<file path="src/rtl/button_debounce_if.sv">
// rtl/button_debounce_if.sv - button conditioning bus between pins, debouncer and register block
//
// Purpose: bundles the raw pin inputs, the conditioned outputs and the
// event clear strobe of button_debounce into one interface.
// Optional macro: BUTTON_DEBOUNCE_IRQ_EN adds irq_mask_i / irq_o.
// Signals:
//   btn_raw_i   raw asynchronous button pins
//   event_clr_i write-1-to-clear strobe for event_o
//   btn_o       debounced level, 1 = pressed
//   press_o     one-cycle pulse on accepted press
//   release_o   one-cycle pulse on accepted release
//   event_o     sticky press flags
//   irq_mask_i  per-button interrupt enable (IRQ build only)
//   irq_o       level interrupt (IRQ build only)
// Modports: slave = debouncer side, master = pins/register-block side.

interface button_debounce_if #(
  parameter int N_BTN = 4
);
  logic [N_BTN-1:0] btn_raw_i;
  logic [N_BTN-1:0] event_clr_i;
  logic [N_BTN-1:0] btn_o;
  logic [N_BTN-1:0] press_o;
  logic [N_BTN-1:0] release_o;
  logic [N_BTN-1:0] event_o;
`ifdef BUTTON_DEBOUNCE_IRQ_EN
  logic [N_BTN-1:0] irq_mask_i;
  logic             irq_o;

  modport slave (
    input  btn_raw_i, event_clr_i, irq_mask_i,
    output btn_o, press_o, release_o, event_o, irq_o
  );
  modport master (
    output btn_raw_i, event_clr_i, irq_mask_i,
    input  btn_o, press_o, release_o, event_o, irq_o
  );
`else
  modport slave (
    input  btn_raw_i, event_clr_i,
    output btn_o, press_o, release_o, event_o
  );
  modport master (
    output btn_raw_i, event_clr_i,
    input  btn_o, press_o, release_o, event_o
  );
`endif
endinterface

</file>
<file path="src/rtl/button_debounce.sv">
// rtl/button_debounce.sv - synchroniser, per-button debounce FSM, press/release pulses, sticky events
//
// Purpose: conditions raw push-buttons for the LED/GPIO register block.
// Optional macro: BUTTON_DEBOUNCE_IRQ_EN adds a masked, registered level IRQ.
// Ports:
//   clk    system clock
//   reset  synchronous active-low reset
//   bus    button_debounce_if.slave (raw pins in, conditioned levels/pulses/events out)
// Parameters:
//   N_BTN      number of buttons
//   DB_CYCLES  consecutive stable cycles to accept a new level (1..2^24-1)
//   ACTIVE_LOW 1 = raw pin reads 0 when pressed

module button_debounce #(
  parameter int N_BTN      = 4,
  parameter int DB_CYCLES  = 500000,
  parameter bit ACTIVE_LOW = 1'b1
) (
  input logic              clk,
  input logic              reset,
  button_debounce_if.slave bus
);

  localparam int CW = $clog2(DB_CYCLES + 1);
  // Raw value of a released button; also the synchroniser reset value so a
  // button held through reset is seen as a fresh press afterwards.
  localparam logic [N_BTN-1:0] IDLE_RAW = {N_BTN{ACTIVE_LOW}};

  typedef enum logic {ST_STABLE, ST_SETTLING} state_t;

  logic [N_BTN-1:0] sync1, sync2, s;
  logic [N_BTN-1:0] btn_q, btn_nxt;
  logic [N_BTN-1:0] press_q, release_q, event_q;

  always_ff @(posedge clk) begin
    if (!reset) begin
      sync1 <= IDLE_RAW;
      sync2 <= IDLE_RAW;
    end else begin
      sync1 <= bus.btn_raw_i;
      sync2 <= sync1;
    end
  end

  // 1 = pressed, independent of pin polarity.
  assign s = sync2 ^ IDLE_RAW;

  for (genvar i = 0; i < N_BTN; i++) begin : g_btn
    state_t        state, state_nxt;
    logic [CW-1:0] cnt, cnt_nxt;
    logic          lvl_nxt;

    always_ff @(posedge clk) begin
      if (!reset) begin
        state <= ST_STABLE;
        cnt   <= '0;
      end else begin
        state <= state_nxt;
        cnt   <= cnt_nxt;
      end
    end

    always_comb begin
      state_nxt = state;
      cnt_nxt   = cnt;
      lvl_nxt   = btn_q[i];
      case (state)
        ST_STABLE: begin
          if (s[i] != btn_q[i]) begin
            if (DB_CYCLES == 1) begin
              // Single-cycle filter: accept immediately, never settle.
              lvl_nxt = s[i];
              cnt_nxt = '0;
            end else begin
              cnt_nxt   = CW'(1);
              state_nxt = ST_SETTLING;
            end
          end else begin
            cnt_nxt = '0;
          end
        end
        ST_SETTLING: begin
          if (s[i] == btn_q[i]) begin
            cnt_nxt   = '0;
            state_nxt = ST_STABLE;
          end else if (cnt == CW'(DB_CYCLES - 1)) begin
            lvl_nxt   = s[i];
            cnt_nxt   = '0;
            state_nxt = ST_STABLE;
          end else begin
            cnt_nxt = cnt + CW'(1);
          end
        end
        default: begin
          cnt_nxt   = '0;
          state_nxt = ST_STABLE;
        end
      endcase
    end

    assign btn_nxt[i] = lvl_nxt;
  end

  // Pulses are registered alongside btn_q so they coincide with the new level.
  // The event flag samples the registered pulse; a set in the same cycle as a
  // clear strobe wins so no press is lost.
  always_ff @(posedge clk) begin
    if (!reset) begin
      btn_q     <= '0;
      press_q   <= '0;
      release_q <= '0;
      event_q   <= '0;
    end else begin
      btn_q     <= btn_nxt;
      press_q   <= btn_nxt & ~btn_q;
      release_q <= ~btn_nxt & btn_q;
      event_q   <= (event_q & ~bus.event_clr_i) | press_q;
    end
  end

  assign bus.btn_o     = btn_q;
  assign bus.press_o   = press_q;
  assign bus.release_o = release_q;
  assign bus.event_o   = event_q;

`ifdef BUTTON_DEBOUNCE_IRQ_EN
  logic irq_q;

  always_ff @(posedge clk) begin
    if (!reset) irq_q <= 1'b0;
    else        irq_q <= |(event_q & bus.irq_mask_i);
  end

  assign bus.irq_o = irq_q;
`endif

endmodule
</file>
<file path="src/flat_wrapper.sv">
// flat-port wrapper written by rule: the top's interface ports become plain ports
module button_debounce_flat 
#(
  parameter int N_BTN      = 4,
  parameter int DB_CYCLES  = 500000,
  parameter bit ACTIVE_LOW = 1'b1
)
  (clk, reset, bus_btn_raw_i, bus_event_clr_i, bus_btn_o, bus_press_o, bus_release_o, bus_event_o);
  button_debounce_if #(.N_BTN(N_BTN)) bus_i ();
  input logic clk;
  input logic reset;
  input wire logic [$bits(bus_i.btn_raw_i)-1:0] bus_btn_raw_i;
  input wire logic [$bits(bus_i.event_clr_i)-1:0] bus_event_clr_i;
  output wire logic [$bits(bus_i.btn_o)-1:0] bus_btn_o;
  output wire logic [$bits(bus_i.press_o)-1:0] bus_press_o;
  output wire logic [$bits(bus_i.release_o)-1:0] bus_release_o;
  output wire logic [$bits(bus_i.event_o)-1:0] bus_event_o;
  assign bus_i.btn_raw_i = bus_btn_raw_i;
  assign bus_i.event_clr_i = bus_event_clr_i;
  assign bus_btn_o = bus_i.btn_o;
  assign bus_press_o = bus_i.press_o;
  assign bus_release_o = bus_i.release_o;
  assign bus_event_o = bus_i.event_o;
  button_debounce #(.N_BTN(N_BTN), .DB_CYCLES(DB_CYCLES), .ACTIVE_LOW(ACTIVE_LOW)) u_core (.clk(clk), .reset(reset), .bus(bus_i));
endmodule
</file>
<file path="config.mk">
export PLATFORM = sky130hd
export DESIGN_NAME = button_debounce_flat
export DESIGN_NICKNAME = d
export VERILOG_FILES = /design/src/rtl/button_debounce_if.sv /design/src/rtl/button_debounce.sv /design/src/flat_wrapper.sv
export SDC_FILE = /design/constraint.sdc
export NUM_CORES = 1
export LEC_CHECK = 0
export ABC_AREA = 0
export BUFFER_PORTS_ARGS = -buffer_cell sky130_fd_sc_hd__buf_2
export CAP_MARGIN = 25
export CORE_ASPECT_RATIO = 1.4
export CORE_UTILIZATION = 40
export DETAILED_ROUTE_END_ITERATION = 10
export HOLD_SLACK_MARGIN = 0.05
export PLACE_DENSITY_LB_ADDON = 0.15
export RECOVER_POWER = 25
export SYNTH_ARGS = -nofsm -noshare
export SYNTH_HDL_FRONTEND = slang
export SYNTH_SLANG_ARGS = --single-unit
export TNS_END_PERCENT = 30
</file>
<file path="constraint.sdc">
create_clock -name clk -period 1.9 [get_ports clk]
set_input_delay 0.285 -clock clk [delete_from_list [all_inputs] [get_ports clk]]
set_output_delay 0.285 -clock clk [all_outputs]
set_load 0.02 [all_outputs]
</file>
==> impl_metrics.csv, run 1 <==
group,metric,value,unit
clock_tree,clock-sinks,104,
clock_tree,numCtsBuffers,9,
route,drc,0,
sta,max-slew-margin-rel,43.4,%
grt,antenna_found_initial,0,
setup_path,critPathTopFamily,"buffers and inverters",
route,first_pass_iters,4,
setup_path,cp_max_fo,19,
place,gp_congestion,0.853,
sta,fin_crit_sh,91.8,%
die,initial_core_util,41.3,%
die,rows,45,
logic_synthesis,synth_seq_area_share,46.4,%
clock_tree,cts_resized,0,
setup_path,r2r_cells,4,
logic_synthesis,yosys_warnings,0,
sta,tns,0,ns
place,portBuffers,25,
sta,worst_pin_slew,0.849,ns
pwr,p_leak,0.00160,uW
cells_and_area,syn2layout_area_growth,15.4,%
pwr,sw_frac_of_total,20.3,%
route,avgViaCountPerCell,5.25,
pwr,p_int,3300,uW
die,fp.dieH,127,um
clock_tree,cts_tree,"done",
clock_tree,root_buffer,"clkbuf_16",
clock_tree,post_cts.repair.setup_buffers,0,
clock_tree,cts_hold_buf,0,
cells_and_area,mostFrequentLayoutCell,"dfxtp_1",
setup_path,crit_buf_inv,2,
setup_path,worstSetupStartpoint,"reset",
logic_synthesis,synthFlopType,"dfxtp_1",
logic_synthesis,ys_ff_latch,104,
grt,grt_pass1_vias,3388,
setup_path,crit_required,2.10,ns
setup_path,cp.arrival,1.94,ns
clock_tree,clk_pin_slew,0.07,ns
cells_and_area,fin_nets,568,
setup_path,r2r-end,"u_core.g_btn[2].cnt[17]$_SDFF_PP0_",
route,drtIter0Drc,72,
pwr,p_per_area,798,mW/mm^2
grt,grtUsageTotal,16.6,%
grt,grt_pass1_wl,15500,um
sta,whs,0.116,ns
route,routedWlPerCell,13.0,um
setup_path,path_cells,"clkbuf_1, inv_1, nor4b_1",
cells_and_area,diodes,0,
sta,hold_viol_final,0,
clock_tree,h-tree-depth,3,
sta,drv_slew,0,
die,die_w,91.5,um
sta,fmax,574,MHz
die,top_level_ports,26,
setup_path,cp_slowest_stage_delay,0.62,ns
setup_path,path_depth,3,
setup_path,endpoint,"u_core.bus.press_o[2]$_SDFF_PN0_",
route,num_vias,3676,
pwr,clkPwrFrac,45.8,%
setup_path,path_class,"input pin to flip-flop",
clock_tree,cts_buffer_depth,2,
logic_synthesis,netlist_area,0.00449,mm^2
run_status,status,"complete, no violations",
setup_path,cp-end-kind,"flip-flop",
setup_path,cp_slowest_cell,"clkbuf_1",
cells_and_area,final_cell_mix,"dfxtp_1, nor2_1, xnor2_1",
cells_and_area,final_layout_size_suffix_gt1_share,10.4,%
grt,grt_max_degree,20,
sta,min_period,1.74,ns
pwr,ir_drop,430,uV
die,die_area,0.0117,mm^2
logic_synthesis,synth_edf_count,0,
logic_synthesis,syn_inst,512,
clock_tree,clkLatencyLatePin,0.34,ns
job,cap_viol_max_count,0,
sta,fin_skew,0.00573,ns
die,core_area,0.0109,mm^2
route,wirelength,9110,um
route,postRouteAntennaNets,0,
setup_path,r2r_start,"u_core.g_btn[2].cnt[6]$_SDFF_PP0_",
worst_hold_path,min_path_type,"input pin to flip-flop",
sta,rsz0062_at_grt,"false",
setup_path,regToRegSetupSlack,0.16,ns
logic_synthesis,synth_cell_types,50,
pwr,p_seq_share,53.2,%
pwr,combPwrFrac,1.0,%
setup_path,start_kind,"input pin",
logic_synthesis,synth-async-reset-ratio,0,%
sta,finalSetupViolCount,0,
logic_synthesis,avgSynthCellArea,8.77,um^2
logic_synthesis,syn_nets,526,
pwr,p_sw,838,uW
place,hpwlAfterDp,6440,um
grt,grt_remaining_overflow,0,
[worst register-to-register path, stage by stage (launching register included)]
cell and delay, ns:
dfxtp_1 0.45, nand4_2 0.15, or4_4 0.53, or4_1 0.40, a21oi_1 0.14
[per-layer routing]
| layer | track usage [%] | wire (um) |
|---|---|---|
| met1 | 20.4 | 4310 |
| met2 | 27.7 | 4360 |
| met3 | 3.45 | 258 |
| met4 | 7.56 | 184 |
| met5 | 0 | 0 |
[worst min path at each step]
stage,startpoint,depth (start not counted),end,slack (ns)
2_1_floorplan,u_core.sync1[0]$_SDFF_PN1_,1,u_core.sync2[0]$_SDFF_PN1_,0.39
3_3_place_gp,u_core.sync1[2]$_SDFF_PN1_,1,u_core.sync2[2]$_SDFF_PN1_,0.39
3_5_place_dp,u_core.sync1[2]$_SDFF_PN1_,1,u_core.sync2[2]$_SDFF_PN1_,0.39
4_1_cts,bus_btn_raw_i[3],2,u_core.sync1[3]$_SDFF_PN1_,0.11
5_1_grt,bus_btn_raw_i[2],2,u_core.sync1[2]$_SDFF_PN1_,0.12
6_report,bus_btn_raw_i[3],2,u_core.sync1[3]$_SDFF_PN1_,0.12
[area by class of cell]
type                            instances  area [um^2]
Timing Repair Buffer                   46          274
Clock buffer                           11          253
Inverter                               17         65.1
Sequential cell                       104         2080
Clock inverter                          5         55.1
Fill cell                            1066         5690
Tap cell                              141          176
Multi-Input combinational cell        376         2280
[registers in the layout, indices dropped and copies added (netlist names)]
signal                cells
u_core.g_btn.cnt         76
u_core.bus.event_o        4
u_core.bus.release_o      4
u_core.sync1              4
u_core.sync2              4
u_core.g_btn.state        4
u_core.bus.press_o        4
u_core.bus.btn_o          4
[cells by family (layout without fill, tap and decap cells)]
kind of cell             Yosys count  count (layout)  synth area share (%)
AND/OR/NAND/NOR                  262             262                  31.4
flip-flops                       104             104                  46.4
buffers and inverters             32              79                  3.01
adder cells (fa/ha/maj)            4               4                  1.12
AO/OA/AOI/OAI                     57              57                  7.78
XOR/XNOR                          53              53                  10.3
[through the flow]
stage	cells	worst slack, ns	utilization (%)	total power, uW	cell area (um^2)
6_report	700	0.157	47.7	4140	5180
5_1_grt	700	0.0187	47.7	4300	5180
4_1_cts	700	0.156	47.8	4200	5200
3_5_place_dp	684	0.162	45.0	2290	4890
3_3_place_gp	684	0.123	45.0	2290	4890
2_1_floorplan	512	0.159	-	2270	4490
[Yosys cell counts, drive strengths merged, types with 3 or more instances]
| library cell | instances | share of area [%] |
|---|---|---|
| nor2 | 77 | 6.4 |
| nor3 | 18 | 2.0 |
| clkbuf | 7 | 0.61 |
| xor2 | 18 | 3.5 |
| nand3 | 30 | 3.5 |
| or2 | 4 | 0.56 |
| or4 | 6 | 1.1 |
| o31ai | 5 | 0.84 |
| and3 | 12 | 1.7 |
| and4 | 7 | 1.4 |
| a211oi | 3 | 0.50 |
| nand4b | 3 | 0.59 |
| xnor2 | 35 | 6.8 |
| o21ai | 14 | 1.6 |
| a21oi | 25 | 2.8 |
| nor4b | 9 | 1.8 |
| inv | 16 | 1.3 |
| or3 | 11 | 1.5 |
| nand4 | 20 | 2.9 |
| and2 | 6 | 0.84 |
| dfxtp | 104 | 46 |
| nor4 | 14 | 2.0 |
| nand2 | 29 | 2.4 |
| buf | 8 | 0.95 |
| nand2b | 8 | 1.1 |
| ha | 4 | 1.1 |
[power by group through the flow]
stage,Sequential [uW],Clock (uW),Combinational (uW)
after CTS,2200,1960,42.9
after global placement,2250,0,41.9
after detailed placement,2250,0,42.8
final,2200,1890,42.5
after floorplan,2250,0,26.4
after global routing,2200,2050,47.9
(Power assumes the default switching activity.)
==> inputs of run 2 (changes only) <==
--- a/config.mk
+++ b/config.mk
@@ -7,7 +7,6 @@
 export LEC_CHECK = 0
 export ABC_AREA = 0
 export BUFFER_PORTS_ARGS = -buffer_cell sky130_fd_sc_hd__buf_2
-export CAP_MARGIN = 25
 export CORE_ASPECT_RATIO = 1.4
 export CORE_UTILIZATION = 40
 export DETAILED_ROUTE_END_ITERATION = 10
==> constraint.sdc (replaced) <==
create_clock -name clk -period 1.55 [get_ports clk]
set_input_delay 0.2325 -clock clk [delete_from_list [all_inputs] [get_ports clk]]
set_output_delay 0.2325 -clock clk [all_outputs]
set_load 0.02 [all_outputs]
==> impl_metrics.csv, run 2 (synthesis gave the netlist of run 1 again) <==
group,metric,value,unit
grt,grt_remaining_overflow,0,
cells_and_area,final_layout_size_suffix_gt1_share,34.5,%
run_status,violations,"negative setup slack",
worst_hold_path,worstHoldPathCells,2,
cells_and_area,final_util,56.5,%
job,cap_viol_max_count,0,
cells_and_area,regArea,0.00214,mm^2
setup_path,path_class,"flip-flop to flip-flop",
setup_path,path_depth,4,
setup_path,start_kind,"flip-flop",
cells_and_area,multiInputGateArea,0.00257,mm^2
grt,grt_pass1_vias,3748,
cells_and_area,regMostFlops,"u_core.g_btn.cnt",
sta,min_period,1.61,ns
die,initial_core_util,41.3,%
run_status,status,"finished, violations left",
setup_path,cp_slowest_cell,"or4_4",
place,place_area,0.00549,mm^2
clock_tree,root_buffer,"clkbuf_16",
die,die_area,0.0117,mm^2
sta,tns,-0.0819,ns
setup_path,cp_slowest_stage_delay,0.52,ns
cells_and_area,layoutNonFillerInstCount,781,
sta,fin_skew,0.00495,ns
die,top_level_ports,26,
clock_tree,numCtsBuffers,9,
setup_path,crit_buf_inv,0,
route,wirelength,9970,um
cells_and_area,largest_reg_flops,76,
setup_path,cp_common_cell,"or4_4",
sta,max-slew-margin-rel,67.3,%
cells_and_area,syn2layout_area_growth,36.7,%
setup_path,cp-end-kind,"flip-flop",
cells_and_area,nFillCells,989,
die,die_w,91.5,um
worst_hold_path,min_path_type,"input pin to flip-flop",
sta,worst_pin_slew,0.486,ns
cells_and_area,mostFrequentLayoutCell,"buf_4",
sta,fin_crit_sh,104,%
place,portBuffers,25,
setup_path,critPathTopFamily,"simple AND/OR/NAND/NOR gates",
sta,rsz0062_at_grt,"true",
clock_tree,cts_buffer_depth,2,
route,first_pass_iters,4,
setup_path,cp.arrival,1.90,ns
route,avgViaCountPerCell,5.05,
route,drtIter0Drc,102,
clock_tree,clkLatencyLatePin,0.35,ns
setup_path,crit_required,1.84,ns
sta,drv_slew,0,
clock_tree,clk_pin_slew,0.07,ns
route,num_vias,3945,
setup_path,r2r_cells,4,
clock_tree,h-tree-depth,3,
pwr,p_leak,0.00210,uW
sta,final.setup.worst_slack,-0.0625,ns
setup_path,cp_max_fo,5,
cells_and_area,fin_nets,649,
cells_and_area,design_area,0.00614,mm^2
sta,hold_viol_final,0,
cells_and_area,diodes,0,
route,postRouteAntennaNets,0,
route,routedWlPerCell,12.8,um
pwr,ir_drop,451,uV
grt,antenna_found_initial,0,
place,pre_cts_ws,-0.0969,ns
place,gp_congestion,0.877,
route,drc,0,
die,fp.dieH,127,um
clock_tree,clock-sinks,104,
cells_and_area,final_cell_mix,"buf_4, nor2_1, dfxtp_1",
clock_tree,cts_tree,"done",
sta,fmax,620,MHz
die,core_area,0.0109,mm^2
die,rows,45,
place,hpwlAfterDp,7170,um
sta,finalSetupViolCount,2,
setup_path,path_cells,"nand4_4, or4_4, or4_4, a21oi_2",
grt,grt_max_degree,19,
place,dp.cells,755,
pwr,p_per_area,801,mW/mm^2
grt,grtUsageTotal,18.0,%
grt,grt_pass1_wl,16900,um
run 2: cell count changes in the layout (fill, tap and decap cells not counted), moves of 7 or more:
cell      previous run  this run
dfxtp_2              0        22
dfxtp_4              0         7
nor4b_1              9         2
buf_4               20        94
clkbuf_1            17        10
dfxtp_1            104        75
buf_2                8        17
run 2: final timing paths:
kind                                     startpoint                                  to  slack [ns]
setup / recovery  u_core.g_btn[2].cnt[6]$_SDFF_PP0_  u_core.g_btn[2].cnt[17]$_SDFF_PP0_       -0.06
hold reg to reg          u_core.sync1[2]$_SDFF_PN1_          u_core.sync2[2]$_SDFF_PN1_        0.41
setup reg to reg  u_core.g_btn[2].cnt[6]$_SDFF_PP0_  u_core.g_btn[2].cnt[17]$_SDFF_PP0_       -0.06
hold / removal                     bus_btn_raw_i[3]          u_core.sync1[3]$_SDFF_PN1_        0.06
run 2: cell type report:
class                      instances  share of cell area (%)
tap                              141                    2.87
clock buffer                       9                    3.67
clock inverter                     7                   0.877
sequential                       104                    34.8
inverter                          17                    1.10
multi-input combinational        376                    42.0
timing repair buffer             127                    14.7
run 2: what timing repair did:
item                                   4_1_cts  5_1_grt
endpoints found under the hold margin        1        0
gates resized for setup                     22       62
setup endpoints to repair                   30       62
hold buffers                                 1        0
pin swaps                                    6       19
buffers inserted                             7        2
run 2: report_power, final:
part,internal (uW),switching [uW]
registers,2670,12.1
logic,28.7,33.1
clock network,1110,1060
run 2: routing by layer:
layer / global-route usage, % / share of wire [%] / vias to the layer above
met3: 3.45 / 2.2 / 15
met5: 0 / 0 / -
li1: - / - / 2050
met4: 6.72 / 2.0 / 0
met2: 32.1 / 50 / 39
met1: 21.3 / 45 / 1841
run 2: worst reg2reg max path, delay by kind of cell (launching register included):
| family | cells | cell delay, ns |
|---|---|---|
| flops | 1 | 0.38 |
| simple gates | 3 | 1.05 |
| compound gates | 1 | 0.12 |
run 2: through the flow:
step | power [uW] | hold slack (ns)
2_1_floorplan | 2790 | 0.334
3_3_place_gp | 2820 | 0.387
3_5_place_dp | 2820 | 0.398
4_1_cts | 5000 | 0.0510
5_1_grt | 5090 | 0.0581
6_report | 4910 | 0.0634
==> inputs of run 3 (changes only) <==
--- a/config.mk
+++ b/config.mk
@@ -6,13 +6,15 @@
 export NUM_CORES = 1
 export LEC_CHECK = 0
 export ABC_AREA = 0
-export BUFFER_PORTS_ARGS = -buffer_cell sky130_fd_sc_hd__buf_2
+export BUFFER_PORTS_ARGS = -buffer_cell sky130_fd_sc_hd__buf_4
 export CORE_ASPECT_RATIO = 1.4
 export CORE_UTILIZATION = 40
+export CTS_CLUSTER_DIAMETER = 100
 export DETAILED_ROUTE_END_ITERATION = 10
 export HOLD_SLACK_MARGIN = 0.05
 export PLACE_DENSITY_LB_ADDON = 0.15
 export RECOVER_POWER = 25
+export SKIP_CTS_REPAIR_TIMING = 1
 export SYNTH_ARGS = -nofsm -noshare
 export SYNTH_HDL_FRONTEND = slang
 export SYNTH_SLANG_ARGS = --single-unit
==> impl_metrics.csv, run 3 (synthesis gave the netlist of run 1 again) <==
group,metric,value,unit
route,postRouteAntennaNets,0,
setup_path,crit_buf_inv,0,
route,drc,0,
sta,finalSetupViolCount,20,
setup_path,crit_required,1.83,ns
place,gp_congestion,0.813,
grt,grt_pass1_wl,16600,um
grt,grt_remaining_overflow,0,
grt,grt_max_degree,19,
setup_path,cp_slowest_stage_delay,0.55,ns
pwr,ir_drop,469,uV
clock_tree,clkLatencyLatePin,0.34,ns
grt,grtUsageTotal,17.5,%
sta,whs,0.0664,ns
die,top_level_ports,26,
job,cap_viol_max_count,0,
clock_tree,cts_tree,"done",
setup_path,cp_max_fo,5,
route,routedWlPerCell,13.1,um
setup_path,path_cells,"nand2_2, or4_4, or4_4, a21oi_2",
sta,min_period,1.65,ns
sta,fin_crit_sh,106,%
pwr,p_per_area,886,mW/mm^2
route,wirelength,9990,um
sta,fmax,606,MHz
cells_and_area,layoutNonFillerInstCount,763,
route,num_vias,3909,
die,rows,45,
sta,tns,-1.07,ns
sta,drv_slew,0,
setup_path,cp_slowest_cell,"or4_4",
setup_path,r2r_start,"u_core.g_btn[2].cnt[2]$_SDFF_PP0_",
run_status,status,"finished, violations left",
setup_path,regToRegSetupSlack,-0.1,ns
clock_tree,clock-sinks,104,
setup_path,critPathTopFamily,"simple AND/OR/NAND/NOR gates",
worst_hold_path,holdPathEnd,"u_core.sync1[3]$_SDFF_PN1_",
cells_and_area,largest_reg_flops,76,
die,initial_core_util,41.3,%
die,die_w,91.5,um
clock_tree,cts_buffer_depth,2,
die,fp.dieH,127,um
worst_hold_path,min_from,"bus_btn_raw_i[3]",
place,hpwlAfterDp,7150,um
setup_path,r2r_cells,4,
place,portBuffers,25,
die,core_area,0.0109,mm^2
setup_path,path_class,"flip-flop to flip-flop",
setup_path,cp.arrival,1.93,ns
route,avgViaCountPerCell,5.12,
sta,final.setup.worst_slack,-0.0991,ns
grt,grt_pass1_vias,3714,
cells_and_area,final_util,55.5,%
sta,hold_viol_final,0,
die,die_area,0.0117,mm^2
clock_tree,h-tree-depth,3,
route,drtIter0Drc,96,
pwr,p_leak,0.00201,uW
cells_and_area,final_cell_mix,"buf_4, dfxtp_1, nor2_1",
setup_path,cp_common_cell,"or4_4",
cells_and_area,fin_nets,631,
worst_hold_path,min_path_type,"input pin to flip-flop",
route,first_pass_iters,4,
clock_tree,root_buffer,"clkbuf_16",
setup_path,cp-end-kind,"flip-flop",
worst_hold_path,worstHoldPathCells,2,
cells_and_area,mostFrequentLayoutCell,"buf_4",
cells_and_area,regMostFlops,"u_core.g_btn.cnt",
sta,max-slew-margin-rel,64.1,%
sta,fin_skew,0.00493,ns
clock_tree,numCtsBuffers,9,
setup_path,r2r-end,"u_core.g_btn[2].cnt[17]$_SDFF_PP0_",
cells_and_area,syn2layout_area_growth,34.3,%
cells_and_area,diodes,0,
run_status,violations,"negative setup slack",
sta,worst_pin_slew,0.539,ns
place,dp.cells,745,
sta,rsz0062_at_grt,"true",
grt,antenna_found_initial,0,
setup_path,start_kind,"flip-flop",
clock_tree,clk_pin_slew,0.07,ns
cells_and_area,final_layout_size_suffix_gt1_share,29.4,%
-- run 3: cell types whose count changed in the layout (fill, tap and decap cells not counted), sizes merged --
cell / previous run / this run
buf: 116 / 98
bufinv: 0 / 3
clkbuf: 19 / 21
clkinv: 2 / 0
clkinvlp: 3 / 2
dlygate4sd3: 1 / 0
inv: 19 / 18
-- run 3: worst max-delay path by stage --
stage                                           start  depth (start not counted)                                 end  slack [ns]
floorplan           u_core.g_btn[0].cnt[0]$_SDFF_PN0_                          5  u_core.g_btn[0].cnt[16]$_SDFF_PP0_       -0.06
global placement    u_core.g_btn[2].cnt[0]$_SDFF_PN0_                          5      u_core.bus.btn_o[2]$_SDFF_PN0_       -0.07
detailed placement  u_core.g_btn[2].cnt[0]$_SDFF_PN0_                          5      u_core.bus.btn_o[2]$_SDFF_PN0_       -0.12
CTS                 u_core.g_btn[2].cnt[0]$_SDFF_PN0_                          5      u_core.bus.btn_o[2]$_SDFF_PN0_       -0.15
global route        u_core.g_btn[2].cnt[2]$_SDFF_PP0_                          4  u_core.g_btn[2].cnt[17]$_SDFF_PP0_       -0.17
finish              u_core.g_btn[2].cnt[2]$_SDFF_PP0_                          4  u_core.g_btn[2].cnt[17]$_SDFF_PP0_        -0.1
-- run 3: metrics by stage --
| step | power [uW] | area (um^2) | setup WS, ns |
|---|---|---|---|
| global route | 5520 | 6030 | -0.168 |
| global placement | 2820 | 5490 | -0.0680 |
| CTS | 5420 | 5830 | -0.153 |
| finish | 5340 | 6030 | -0.0991 |
| detailed placement | 2820 | 5490 | -0.116 |
| floorplan | 2790 | 4580 | -0.0562 |
-- run 3: routing by layer --
| layer | vias up | routed length, um | global-route usage, % |
|---|---|---|---|
| li1 | 2011 | - | - |
| met1 | 1854 | 4420 | 21.0 |
| met2 | 30 | 5210 | 31.0 |
| met3 | 14 | 195 | 3.21 |
| met4 | 0 | 165 | 6.54 |
| met5 | - | 0 | 0 |
-- run 3: report_power, final --
part           internal (uW)  switching (uW)  leakage, uW
logic                   31.0            32.1     0.000997
clock network           1590             997     0.000164
registers               2680            12.5     0.000852
-- run 3: layout make-up --
class	count	area [um^2]
flip-flops and latches	104	2120
clock inverters	6	115
repair buffers	109	806
well taps	141	176
multi-input cells	376	2520
clock buffers	10	229
inverters	17	67.6
fillers	1008	4840
-- run 3: worst register-to-register path, stage by stage (launching register included) --
cell	delay [ns]
dfxtp_1	0.40
nand2_2	0.08
or4_4	0.55
or4_4	0.43
a21oi_2	0.13
